--- src/rtl/alu_pkg.sv ---
// Shared opcode and status-flag definitions for the alu and its result stage.
// upd_mask gives the {N,Z,C,V} bits an opcode is allowed to write.
package alu_pkg;

    localparam logic [3:0] OP_ADD = 4'd0;
    localparam logic [3:0] OP_SUB = 4'd1;
    localparam logic [3:0] OP_AND = 4'd2;
    localparam logic [3:0] OP_OR  = 4'd3;
    localparam logic [3:0] OP_XOR = 4'd4;
    localparam logic [3:0] OP_NOT = 4'd5;
    localparam logic [3:0] OP_SHL = 4'd6;
    localparam logic [3:0] OP_SHR = 4'd7;
    localparam logic [3:0] OP_SRA = 4'd8;

    localparam int FLG_N = 3;
    localparam int FLG_Z = 2;
    localparam int FLG_C = 1;
    localparam int FLG_V = 0;

    function automatic logic is_legal(input logic [3:0] op);
        return op <= OP_SRA;
    endfunction

    function automatic logic [3:0] upd_mask(input logic [3:0] op);
        logic [3:0] m;
        m = 4'b0000;
        case (op)
            OP_ADD, OP_SUB: m = 4'b1111;
            OP_SHL, OP_SHR: m = 4'b1110;
            OP_AND, OP_OR,
            OP_XOR, OP_NOT,
            OP_SRA:         m = 4'b1100;
            default:        m = 4'b0000;
        endcase
        return m;
    endfunction

endpackage

--- src/rtl/alu_skid_fifo.sv ---
// Two-entry FIFO with valid/ready on both sides.
// in_ready depends only on the registered occupancy; head reads as zero when empty.
module alu_skid_fifo #(
    parameter int W = 8
) (
    input  logic         clk,
    input  logic         rst_n,
    input  logic         in_valid,
    output logic         in_ready,
    input  logic [W-1:0] in_data,
    output logic         out_valid,
    input  logic         out_ready,
    output logic [W-1:0] out_data
);

    logic [W-1:0] mem_q [2];
    logic         wr_q;
    logic         rd_q;
    logic [1:0]   cnt_q;
    logic [1:0]   cnt_d;
    logic         push;
    logic         pop;

    assign in_ready  = (cnt_q != 2'd2);
    assign out_valid = (cnt_q != 2'd0);
    assign out_data  = out_valid ? mem_q[rd_q] : '0;

    assign push = in_valid & in_ready;
    assign pop  = out_valid & out_ready;

    always_comb begin
        cnt_d = cnt_q;
        case ({push, pop})
            2'b10:   cnt_d = cnt_q + 2'd1;
            2'b01:   cnt_d = cnt_q - 2'd1;
            default: cnt_d = cnt_q;
        endcase
    end

    always_ff @(posedge clk or negedge rst_n) begin
        if (!rst_n) begin
            wr_q  <= 1'b0;
            rd_q  <= 1'b0;
            cnt_q <= 2'd0;
        end else begin
            if (push) wr_q <= ~wr_q;
            if (pop)  rd_q <= ~rd_q;
            cnt_q <= cnt_d;
        end
    end

    // Storage needs no reset: the head is masked while empty.
    always_ff @(posedge clk) begin
        if (push) mem_q[wr_q] <= in_data;
    end

endmodule

--- src/rtl/alu_result_stage.sv ---
// Registered result stage behind the alu: NZCV status policy, sticky V,
// saturating op counter and a 2-entry output FIFO of {Y, flags}.
module alu_result_stage
    import alu_pkg::*;
#(
    parameter int N     = 4,
    parameter int CNT_W = 16
) (
    input  logic             clk,
    input  logic             rst_n,
    input  logic             in_valid,
    output logic             in_ready,
    input  logic [3:0]       in_opcode,
    input  logic [N-1:0]     in_y,
    input  logic             in_z,
    input  logic             in_c,
    input  logic             in_n,
    input  logic             in_v,
    output logic             out_valid,
    input  logic             out_ready,
    output logic [N-1:0]     out_y,
    output logic [3:0]       out_flags,
    output logic [3:0]       status,
    output logic             sticky_v,
    input  logic             clr_sticky,
    output logic             err_illegal,
    output logic [CNT_W-1:0] op_count
);

    logic             accept;
    logic             legal;
    logic             push;
    logic [3:0]       mask;
    logic [3:0]       new_flags;
    logic [3:0]       status_q;
    logic [3:0]       status_d;
    logic             sticky_q;
    logic             sticky_d;
    logic             err_q;
    logic [CNT_W-1:0] cnt_q;
    logic [CNT_W-1:0] cnt_d;
    logic [N+3:0]     head;

    assign accept    = in_valid & in_ready;
    assign legal     = is_legal(in_opcode);
    assign push      = accept & legal;
    assign mask      = upd_mask(in_opcode);
    assign new_flags = {in_n, in_z, in_c, in_v};

    always_comb begin
        status_d = status_q;
        sticky_d = sticky_q;
        cnt_d    = cnt_q;
        if (push) begin
            status_d = (status_q & ~mask) | (new_flags & mask);
            if (cnt_q != '1) cnt_d = cnt_q + 1'b1;
        end
        // A same-cycle set wins over the clear.
        if (push && mask[FLG_V] && in_v) sticky_d = 1'b1;
        else if (clr_sticky)             sticky_d = 1'b0;
    end

    always_ff @(posedge clk or negedge rst_n) begin
        if (!rst_n) begin
            status_q <= 4'b0000;
            sticky_q <= 1'b0;
            err_q    <= 1'b0;
            cnt_q    <= '0;
        end else begin
            status_q <= status_d;
            sticky_q <= sticky_d;
            err_q    <= accept & ~legal;
            cnt_q    <= cnt_d;
        end
    end

    alu_skid_fifo #(.W(N + 4)) u_fifo (
        .clk       (clk),
        .rst_n     (rst_n),
        .in_valid  (push),
        .in_ready  (in_ready),
        .in_data   ({in_y, status_d}),
        .out_valid (out_valid),
        .out_ready (out_ready),
        .out_data  (head)
    );

    assign out_y       = head[N+3:4];
    assign out_flags   = head[3:0];
    assign status      = status_q;
    assign sticky_v    = sticky_q;
    assign err_illegal = err_q;
    assign op_count    = cnt_q;

endmodule
--- config.mk ---
export PLATFORM = sky130hd
export DESIGN_NAME = alu_result_stage
export DESIGN_NICKNAME = d
export VERILOG_FILES = /design/src/rtl/alu_pkg.sv /design/src/rtl/alu_skid_fifo.sv /design/src/rtl/alu_result_stage.sv
export SDC_FILE = /design/constraint.sdc
export NUM_CORES = 1
export LEC_CHECK = 0
export ABC_AREA = 1
export CORE_MARGIN = 2
export CORE_UTILIZATION = 50
export DETAILED_ROUTE_END_ITERATION = 10
export PLACE_DENSITY = 0.92
export SKIP_LAST_GASP = 1
export SYNTH_ARGS = -nofsm -noshare
export SYNTH_HDL_FRONTEND = slang
export SYNTH_SLANG_ARGS = --single-unit
export TNS_END_PERCENT = 30
--- constraint.sdc ---
create_clock -name clk -period 5.8 [get_ports clk]
set_clock_uncertainty 0.15 [all_clocks]
set_input_delay 1.16 -clock clk [delete_from_list [all_inputs] [get_ports clk]]
set_output_delay 1.16 -clock clk [all_outputs]
set_load 0.02 [all_outputs]
==> out/metrics.csv, run 1 <==
stage;metric;value;unit
outcome;status;finished, final reports clean;
global_routing;grt_pass1_wl;7.555;mm
timing;rsz0062_at_grt;no;
finish;layout.cells.most_common_list;nand2_1, clkdlybuf4s50_1, dfrtp_1;
job;drv_cap;0;
global_routing;grt_overflow_total;0;
power_and_ir_drop;powerDensity;441.3;mW/mm^2
timing;slew_violations;0;
place;gp_congestion;0.8163;
detailed_routing;drc;0;
global_routing;grt_pass1_vias;1685;
finish;antennaDiodeCount;0;
setup_path;cp_data_required_time;4.49;ns
synthesis;yosys_warnings;0;
timing;hold_viol;0;
synthesis;yosys.area.top_type;dfrtp_1;
floorplanning;fp-row-count;23;
synthesis;synthTopCellsByArea;dfrtp_1, edfxtp_1, nand2_1, nor2_1, inv_1;
power_and_ir_drop;irDropWorstVdd;0.2252;mV
detailed_routing;drt_pass1_iterations;4;
setup_path;crit_arrival;1.96;ns
timing;relSlewSlack;0.2812;
synthesis;synth.cell_area;0.002148;mm^2
timing;fmax;0.3062;GHz
synthesis;seq_area_frac_synth;0.5265;
timing;setup_viol;0;
clock_network;post_cts_buffers;0;
finish;instances_no_fill;348;
floorplanning;die_h;69.55;um
detailed_routing;ant_nets;0;
setup_path;timing.rr.start;op_count[0];
finish;multiInputGateArea;885.9;um^2
detailed_routing;wl_per_cell;12.62;um
finish;final_common_cell;nand2_1;
clock_network;clk_pin_slew;0.08;ns
clock_network;cts_root_buf;clkbuf_8;
finish;syn2layout_area_growth;28.25;%
floorplanning;fp.coreArea;0.004058;mm^2
timing;tightest_slew;1.077;ns
detailed_routing;vias;1748;
global_routing;grt_max_degree;27;
setup_path;endpoint_kind;primary output;
power_and_ir_drop;leakagePower;0.001144;uW
setup_path;cp_max_fo;10;
detailed_routing;drtIter0Drc;108;
finish;fillers;329;
setup_path;crit_path_start;u_fifo.cnt_q[0];
synthesis;synth_top_area_frac;0.3029;
hold_path;min_path_type;flop to flop;
hold_path;min-delay-start;sticky_v;
setup_path;startpoint_type;flop;
floorplanning;initial_core_util;0.5294;
floorplanning;dieArea;0.004837;mm^2
timing;final.setup.tns;0;ns
clock_network;insertion_delay;0.30;ns
detailed_routing;finalWirelength;4.393;mm
setup_path;cp_slowest_cell;clkdlybuf4s50_1;
synthesis;syn_inst;245;
clock_network;ctsHoldBuffers;0;
setup_path;crit_type;flop to primary output;
finish;regArea;0.001131;mm^2
floorplanning;io_pins;49;
setup_path;path_cells;nor2_1 > a21oi_1 > clkdlybuf4s50_1;
finish;layout-drive-gt1-share;0.1342;
timing;period_minus_slack;3.266;ns
synthesis;ys_seq_elements;42;
clock_network;clock_sinks;42;
global_routing;grt_use_total;0.1966;
clock_network;cts.path.max_buffers;2;
place;portBuffers;48;
synthesis;avgSynthCellArea;8.769;um^2
synthesis;synth.net_count;265;
clock_network;cts_tree;built;
place;placedCellCount;340;
setup_path;cpPeakStageDelay;0.57;ns
global_routing;antenna_found_initial;0;
place;hpwlAfterDp;3.199;mm
synthesis;netlist-cell-type-count;23;
clock_network;numCtsBuffers;5;
timing;fin_crit_sh;0.5632;
timing;fin_hold_ws;0.3882;ns
clock_network;cts_resized;0;
clock_network;cts_max_level;2;
detailed_routing;vias_per_cell;5.023;
finish;nets;317;
floorplanning;fp.dieW;69.55;um
sequential cells by signal, indices dropped and copies added, names as in the netlist:
| register | flops |
|---|---|
| err_illegal | 1 |
| op_count | 16 |
| status | 4 |
| sticky_v | 1 |
| u_fifo.cnt_q | 2 |
| u_fifo.mem_q | 16 |
| u_fifo.rd_q | 1 |
| u_fifo.wr_q | 1 |
final timing paths:
| kind | end | cells after the start | slack (ns) |
|---|---|---|---|
| setup / recovery | out_flags[2] | 3 | 2.53 |
| hold / removal | sticky_v | 2 | 0.39 |
| setup reg to reg | op_count[13] | 8 | 3.53 |
| hold reg to reg | sticky_v | 2 | 0.39 |
| max in group asynchronous | u_fifo.cnt_q[0] | 2 | 4.17 |
| min in group asynchronous | u_fifo.wr_q | 2 | 1.07 |
per-stage QoR:
step,util,worst slack [ns],total power [uW],instance area [um^2]
4_1_cts,0.6790,2.530,1225,2755
6_report,0.6790,2.534,1216,2755
3_3_place_gp,0.6559,2.624,1007,2661
5_1_grt,0.6790,2.393,1296,2755
3_5_place_dp,0.6559,2.562,1024,2661
2_1_floorplan,-,3.373,793.2,2148
critical path, delay by kind of cell (launching register included):
kind,cells,cell delay (ns)
AOI/OAI and AO/OA,1,0.11
buffers and inverters,1,0.57
DFF,1,0.44
and+or+nand+nor,1,0.54
layout make-up:
class,count,share of cell area
clock inverters,3,0.009083
repair buffers,49,0.1771
multi-input cells,174,0.3215
clock buffers,5,0.02498
inverters,25,0.03406
well taps,50,0.02271
flip-flops and latches,42,0.4105
synthesized netlist by cell type:
cell type / instances
nor2_1: 22
inv_1: 21
edfxtp_1: 16
buf_6: 3
nor2_4: 2
clkbuf_1: 1
nand2_4: 2
inv_2: 4
nor3b_1: 1
nand3_1: 9
nand4_1: 5
o21ai_0: 6
a21oi_1: 9
nand2_2: 10
dfrtp_1: 26
o21ai_2: 8
xor2_1: 3
ha_1: 3
nand2_1: 82
o21ai_1: 2
o21ai_4: 1
nor2_2: 4
xnor2_1: 5
power by group:
part	switching, uW	internal, uW
clock network	110	86.9
logic	304	237
registers	82.4	395
cell families after synthesis:
group,share of synthesized area
AOI/OAI and AO/OA,0.07979
xor gates and xnor gates,0.03262
adders and majority gates,0.01747
buffers and inverters,0.06115
DFF,0.5265
and+or+nand+nor,0.2825
metal layers:
metal | track usage | wire (um) | up-vias
met2 | 0.3408 | 2183 | 47
met4 | 0.08279 | 75 | 0
met1 | 0.2370 | 1912 | 810
met3 | 0.04070 | 221 | 7
li1 | - | - | 884
met5 | 0 | 0 | -
Note: power is estimated with default switching activity, not from simulation.
==> run 2: changes to the inputs <==
- CORE_UTILIZATION: 50 -> 45
- PLACE_DENSITY: 0.92 -> 0.88
- clock period: 5.8 -> 3 ns (I/O delays scaled with it)
==> run 2 against run 1 <==
  * Clock-buffer cell count grew 1
  * Combinational power grew 92%
  * Critical path depth is the same
  * Sequential cell count is the same
  * Power grew 98%
==> out/metrics.csv, run 2 (synthesized netlist as in run 1, its figures left out) <==
stage;metric;value;unit;change
outcome;status;finished, final reports clean;;unchanged
place;hpwlAfterDp;3.226;mm;was 3.199 mm
floorplanning;dieArea;0.005343;mm^2;was 0.004837 mm^2
clock_network;ctsHoldBuffers;0;;unchanged
clock_network;numCtsBuffers;5;;unchanged
timing;fin_crit_sh;0.8789;;
power_and_ir_drop;leakagePower;0.001156;uW;was 0.001144 uW
clock_network;cts_tree;built;;unchanged
setup_path;crit_arrival;1.89;ns;was 1.96 ns
setup_path;rr_endpoint;u_fifo.cnt_q[1];;was op_count[13]
timing;final.setup.tns;0;ns;unchanged
setup_path;cpPeakStageDelay;0.57;ns;about the same
finish;antennaDiodeCount;0;;unchanged
global_routing;grt_max_degree;27;;unchanged
finish;syn2layout_area_growth;29.59;%;was 28.25%
clock_network;insertion_delay;0.29;ns;was 0.30 ns
finish;nets;318;;was 317
place;postPlaceCellArea;0.002674;mm^2;was 0.002661 mm^2
detailed_routing;vias;1724;;was 1748
timing;fin_ws;0.3633;ns;was 2.534 ns
floorplanning;io_pins;49;;unchanged
timing;slew_violations;0;;unchanged
finish;final_util;0.5973;;was 0.6790
setup_path;crit_type;flop to primary output;;unchanged
floorplanning;fp-row-count;25;;was 23
detailed_routing;finalWirelength;4.374;mm;was 4.393 mm
setup_path;startpoint_type;flop;;unchanged
timing;period_minus_slack;2.637;ns;
clock_network;clk_pin_slew;0.08;ns;about the same
clock_network;cts.path.max_buffers;2;;unchanged
global_routing;grt_pass1_vias;1653;;was 1685
timing;rsz0062_at_grt;no;;unchanged
floorplanning;fp.dieW;73.10;um;was 69.55 um
finish;stdcell_area;0.002784;mm^2;was 0.002755 mm^2
global_routing;antenna_found_initial;0;;unchanged
clock_network;cts_root_buf;clkbuf_8;;unchanged
clock_network;cts_max_level;2;;unchanged
finish;fillers;414;;was 329
setup_path;worst-r2r-cell-count;6;;was 8
detailed_routing;drc;0;;unchanged
finish;layout.cells.most_common_list;nand2_1, clkdlybuf4s50_1, dfrtp_1;;unchanged
floorplanning;die_h;73.10;um;was 69.55 um
clock_network;clock_sinks;42;;unchanged
global_routing;grt_pass1_wl;7.376;mm;was 7.555 mm
floorplanning;initial_core_util;0.4609;;was 0.5294
timing;relSlewSlack;0.5412;;was 0.2812
power_and_ir_drop;irDropWorstVdd;0.3809;mV;was 0.2252 mV
power_and_ir_drop;powerDensity;863.7;mW/mm^2;was 441.3 mW/mm^2
finish;final_common_cell;nand2_1;;unchanged
floorplanning;fp.coreArea;0.004661;mm^2;was 0.004058 mm^2
detailed_routing;wl_per_cell;12.39;um;was 12.62 um
setup_path;cp_slowest_cell;clkdlybuf4s50_1;;unchanged
setup_path;cp_max_fo;10;;unchanged
timing;setup_viol;0;;unchanged
detailed_routing;ant_nets;0;;unchanged
place;gp_congestion;0.7909;;was 0.8163
timing;fmax;0.3793;GHz;
timing;hold_viol;0;;unchanged
timing;tightest_slew;0.6857;ns;was 1.077 ns
finish;layout-drive-gt1-share;0.1338;;was 0.1342
place;portBuffers;48;;unchanged
setup_path;path_cells;nor2_1 > a21oi_1 > clkdlybuf4s50_1;;unchanged
clock_network;cts_resized;0;;unchanged
setup_path;rrSetupSlack;0.88;ns;was 3.53 ns
place;dp_slack;0.5314;ns;was 2.562 ns
hold_path;hold_depth;2;;unchanged
hold_path;min-delay-start;sticky_v;;unchanged
hold_path;worst_hold_path.endpoint;sticky_v;;unchanged
clock_network;post_cts_buffers;0;;unchanged
setup_path;endpoint_kind;primary output;;unchanged
job;drv_cap;0;;unchanged
setup_path;worstPathBufferInverterCount;1;;unchanged
detailed_routing;drtIter0Drc;110;;was 108
setup_path;critical-path-top-delay-family;buffers and inverters;;unchanged
setup_path;cp_data_required_time;2.25;ns;was 4.49 ns
global_routing;grt_overflow_total;0;;unchanged
detailed_routing;drt_pass1_iterations;4;;unchanged
global_routing;grt_use_total;0.1770;;was 0.1966
hold_path;min_path_type;flop to flop;;unchanged
detailed_routing;vias_per_cell;4.884;;was 5.023
setup_path;timing.rr.start;u_fifo.cnt_q[0];;was op_count[0]
## run 2: cell count changes in the layout (fill, tap and decap cells not counted), sizes merged
| cell | change |
|---|---|
| clkinv | -1 |
| clkbuf | +1 |
| inv | -1 |
| bufinv | +1 |
| buf | +1 |
## run 2: layout make-up
cell class	instances	area, um^2	area share
clock buffer	6	72.57	0.02607
clock inverter	2	37.54	0.01348
inverter	25	93.84	0.03371
multi-input combinational	174	885.9	0.3182
sequential	42	1131	0.4063
tap	54	67.56	0.02427
timing repair buffer	50	495.5	0.1780
## run 2: power breakdown
group / internal (uW) / switching (uW)
Clock: 248 / 191
Combinational: 461 / 579
Sequential: 764 / 160
## run 2: worst max path at each step
stage | start | end | slack [ns] | cells after the start
global route | u_fifo.cnt_q[0] | out_flags[3] | 0.16 | 3
CTS | u_fifo.cnt_q[0] | out_flags[3] | 0.31 | 3
finish | u_fifo.cnt_q[0] | out_flags[3] | 0.36 | 3
detailed placement | in_opcode[1] | u_fifo.mem_q[1][1] | 0.53 | 6
floorplan | u_fifo.rd_q | out_flags[0] | 1.13 | 4
global placement | in_opcode[1] | u_fifo.mem_q[1][5] | 0.59 | 6
## run 2: metrics by stage
step,power [uW],cells,hold WS (ns)
6_report,2405,353,0.3800
5_1_grt,2558,353,0.4092
4_1_cts,2431,353,0.3768
3_5_place_dp,1981,345,0.3612
3_3_place_gp,1947,345,0.3514
2_1_floorplan,1534,245,0.1544
## run 2: routing by layer
metal,track usage,vias to the layer above,share of wire
met5,0,-,0
met4,0.03086,0,0.0030
met3,0.04834,3,0.057
met2,0.2993,46,0.48
met1,0.2306,790,0.46
li1,-,885,-
## run 2: worst reg2reg max path, cell delays in order, from the launching register on
cell,delay [ns]
dfrtp_1,0.45
nor2_1,0.48
nor2_1,0.17
ha_1,0.36
a21oi_1,0.12
o21ai_0,0.13
xnor2_1,0.15
==> run 3: changes to the inputs <==
- MAX_ROUTING_LAYER: not set -> met4
==> run 3 against run 2 <==
  * Worst setup slack about the same
  * Die area is the same
  * Worst hold slack stayed put
  * Power about the same
  * Sequential share of layout area is the same
  * Utilization is the same
  * Cell count did not move
  * Non-clock buffer count unchanged
  * Via count unchanged
  * Sequential power barely moved
  * Global-route usage grew 0.53 points
  * Clock-buffer cell count is the same
  * Highest routed layer unchanged
==> out/metrics.csv, run 3 (synthesized netlist as in run 1, its figures left out) <==
stage;metric;value;unit;change
timing;fmax;0.3793;GHz;about the same
place;dp_slack;0.5314;ns;unchanged
clock_network;cts_max_level;2;;unchanged
floorplanning;initial_core_util;0.4609;;unchanged
finish;nets;318;;unchanged
timing;final.setup.tns;0;ns;unchanged
clock_network;clock_sinks;42;;unchanged
detailed_routing;drtIter0Drc;110;;unchanged
outcome;status;finished, final reports clean;;unchanged
clock_network;cts_tree;built;;unchanged
finish;fillers;414;;unchanged
clock_network;insertion_delay;0.29;ns;about the same
global_routing;grt_max_degree;27;;unchanged
floorplanning;fp-row-count;25;;unchanged
detailed_routing;finalWirelength;4.375;mm;was 4.374 mm
finish;final_common_cell;nand2_1;;unchanged
timing;setup_viol;0;;unchanged
floorplanning;dieArea;0.005343;mm^2;unchanged
timing;period_minus_slack;2.637;ns;about the same
detailed_routing;vias;1724;;unchanged
place;portBuffers;48;;unchanged
finish;layout-drive-gt1-share;0.1338;;unchanged
timing;slew_violations;0;;unchanged
global_routing;grt_overflow_total;0;;unchanged
detailed_routing;drc;0;;unchanged
floorplanning;fp.dieW;73.10;um;unchanged
finish;antennaDiodeCount;0;;unchanged
global_routing;grt_pass1_wl;7.376;mm;unchanged
clock_network;cts.path.max_buffers;2;;unchanged
setup_path;crit_type;flop to primary output;;unchanged
detailed_routing;ant_nets;0;;unchanged
setup_path;cp_data_required_time;2.25;ns;about the same
timing;relSlewSlack;0.5412;;unchanged
place;gp_congestion;0.8021;;was 0.7909
setup_path;crit_arrival;1.89;ns;about the same
floorplanning;die_h;73.10;um;unchanged
hold_path;min_path_type;flop to flop;;unchanged
finish;final_util;0.5973;;unchanged
clock_network;ctsHoldBuffers;0;;unchanged
timing;fin_ws;0.3633;ns;about the same
clock_network;cts_resized;0;;unchanged
global_routing;grt_pass1_vias;1653;;unchanged
timing;tightest_slew;0.6857;ns;unchanged
clock_network;post_cts_buffers;0;;unchanged
global_routing;grt_use_total;0.1823;;was 0.1770
global_routing;antenna_found_initial;0;;unchanged
finish;layout.cells.most_common_list;nand2_1, clkdlybuf4s50_1, dfrtp_1;;unchanged
setup_path;startpoint_type;flop;;unchanged
floorplanning;io_pins;49;;unchanged
floorplanning;fp.coreArea;0.004661;mm^2;unchanged
job;drv_cap;0;;unchanged
power_and_ir_drop;leakagePower;0.001156;uW;unchanged
detailed_routing;wl_per_cell;12.39;um;about the same
power_and_ir_drop;irDropWorstVdd;0.3809;mV;about the same
power_and_ir_drop;powerDensity;863.7;mW/mm^2;about the same
timing;fin_crit_sh;0.8789;;about the same
clock_network;clk_pin_slew;0.08;ns;about the same
detailed_routing;drt_pass1_iterations;4;;unchanged
clock_network;numCtsBuffers;5;;unchanged
timing;rsz0062_at_grt;no;;unchanged
timing;fin_hold_ws;0.3800;ns;unchanged
clock_network;cts_root_buf;clkbuf_8;;unchanged
finish;syn2layout_area_growth;29.59;%;unchanged
setup_path;endpoint_kind;primary output;;unchanged
setup_path;cp_max_fo;10;;unchanged
detailed_routing;vias_per_cell;4.884;;unchanged
timing;hold_viol;0;;unchanged
place;hpwlAfterDp;3.226;mm;unchanged
-- run 3: worst max-delay path: stages, from the launching register on --
cell,delay [ns]
dfrtp_1,0.45
nor2_1,0.48
a21oi_1,0.10
clkdlybuf4s50_1,0.57
-- run 3: area by class of cell --
class | instances | area (um^2) | share of cell area
Clock buffer | 6 | 72.57 | 0.02607
Inverter | 25 | 93.84 | 0.03371
Multi-Input combinational cell | 174 | 885.9 | 0.3182
Tap cell | 54 | 67.56 | 0.02427
Clock inverter | 2 | 37.54 | 0.01348
Sequential cell | 42 | 1131 | 0.4063
Timing Repair Buffer | 50 | 495.5 | 0.1780
-- run 3: routing by layer --
metal / wire length (um) / up-vias / share of wire / track usage
met3: 233 / 3 / 0.053 / 0.04420
met4: 13 / 0 / 0.0030 / 0.03086
met2: 2115 / 46 / 0.48 / 0.2993
li1: - / 885 / - / -
met1: 2014 / 790 / 0.46 / 0.2333
met5: 0 / - / 0 / -
-- run 3: stage by stage --
| step | instances | total power [uW] | area, um^2 |
|---|---|---|---|
| after detailed placement | 345 | 1981 | 2674 |
| after global placement | 345 | 1947 | 2674 |
| after global routing | 353 | 2558 | 2784 |
| final | 353 | 2405 | 2784 |
| after CTS | 353 | 2431 | 2784 |
| after floorplan | 245 | 1534 | 2148 |
-- run 3: power by group --
| part | switching (uW) | internal, uW | total [uW] |
|---|---|---|---|
| sequential | 160 | 764 | 925 |
| clock | 191 | 248 | 439 |
| combinational | 579 | 461 | 1040 |
| total | 931 | 1470 | 2400 |
-- run 3: worst paths after layout --
| path | start | to | slack [ns] | depth (start not counted) |
|---|---|---|---|---|
| max reg2reg | u_fifo.cnt_q[0] | u_fifo.cnt_q[1] | 0.88 | 6 |
| min | sticky_v | sticky_v | 0.38 | 2 |
| min in group asynchronous | rst_n | op_count[15] | 0.52 | 2 |
| min reg2reg | sticky_v | sticky_v | 0.38 | 2 |
| max in group asynchronous | rst_n | op_count[13] | 1.91 | 2 |
| max | u_fifo.cnt_q[0] | out_flags[3] | 0.36 | 3 |
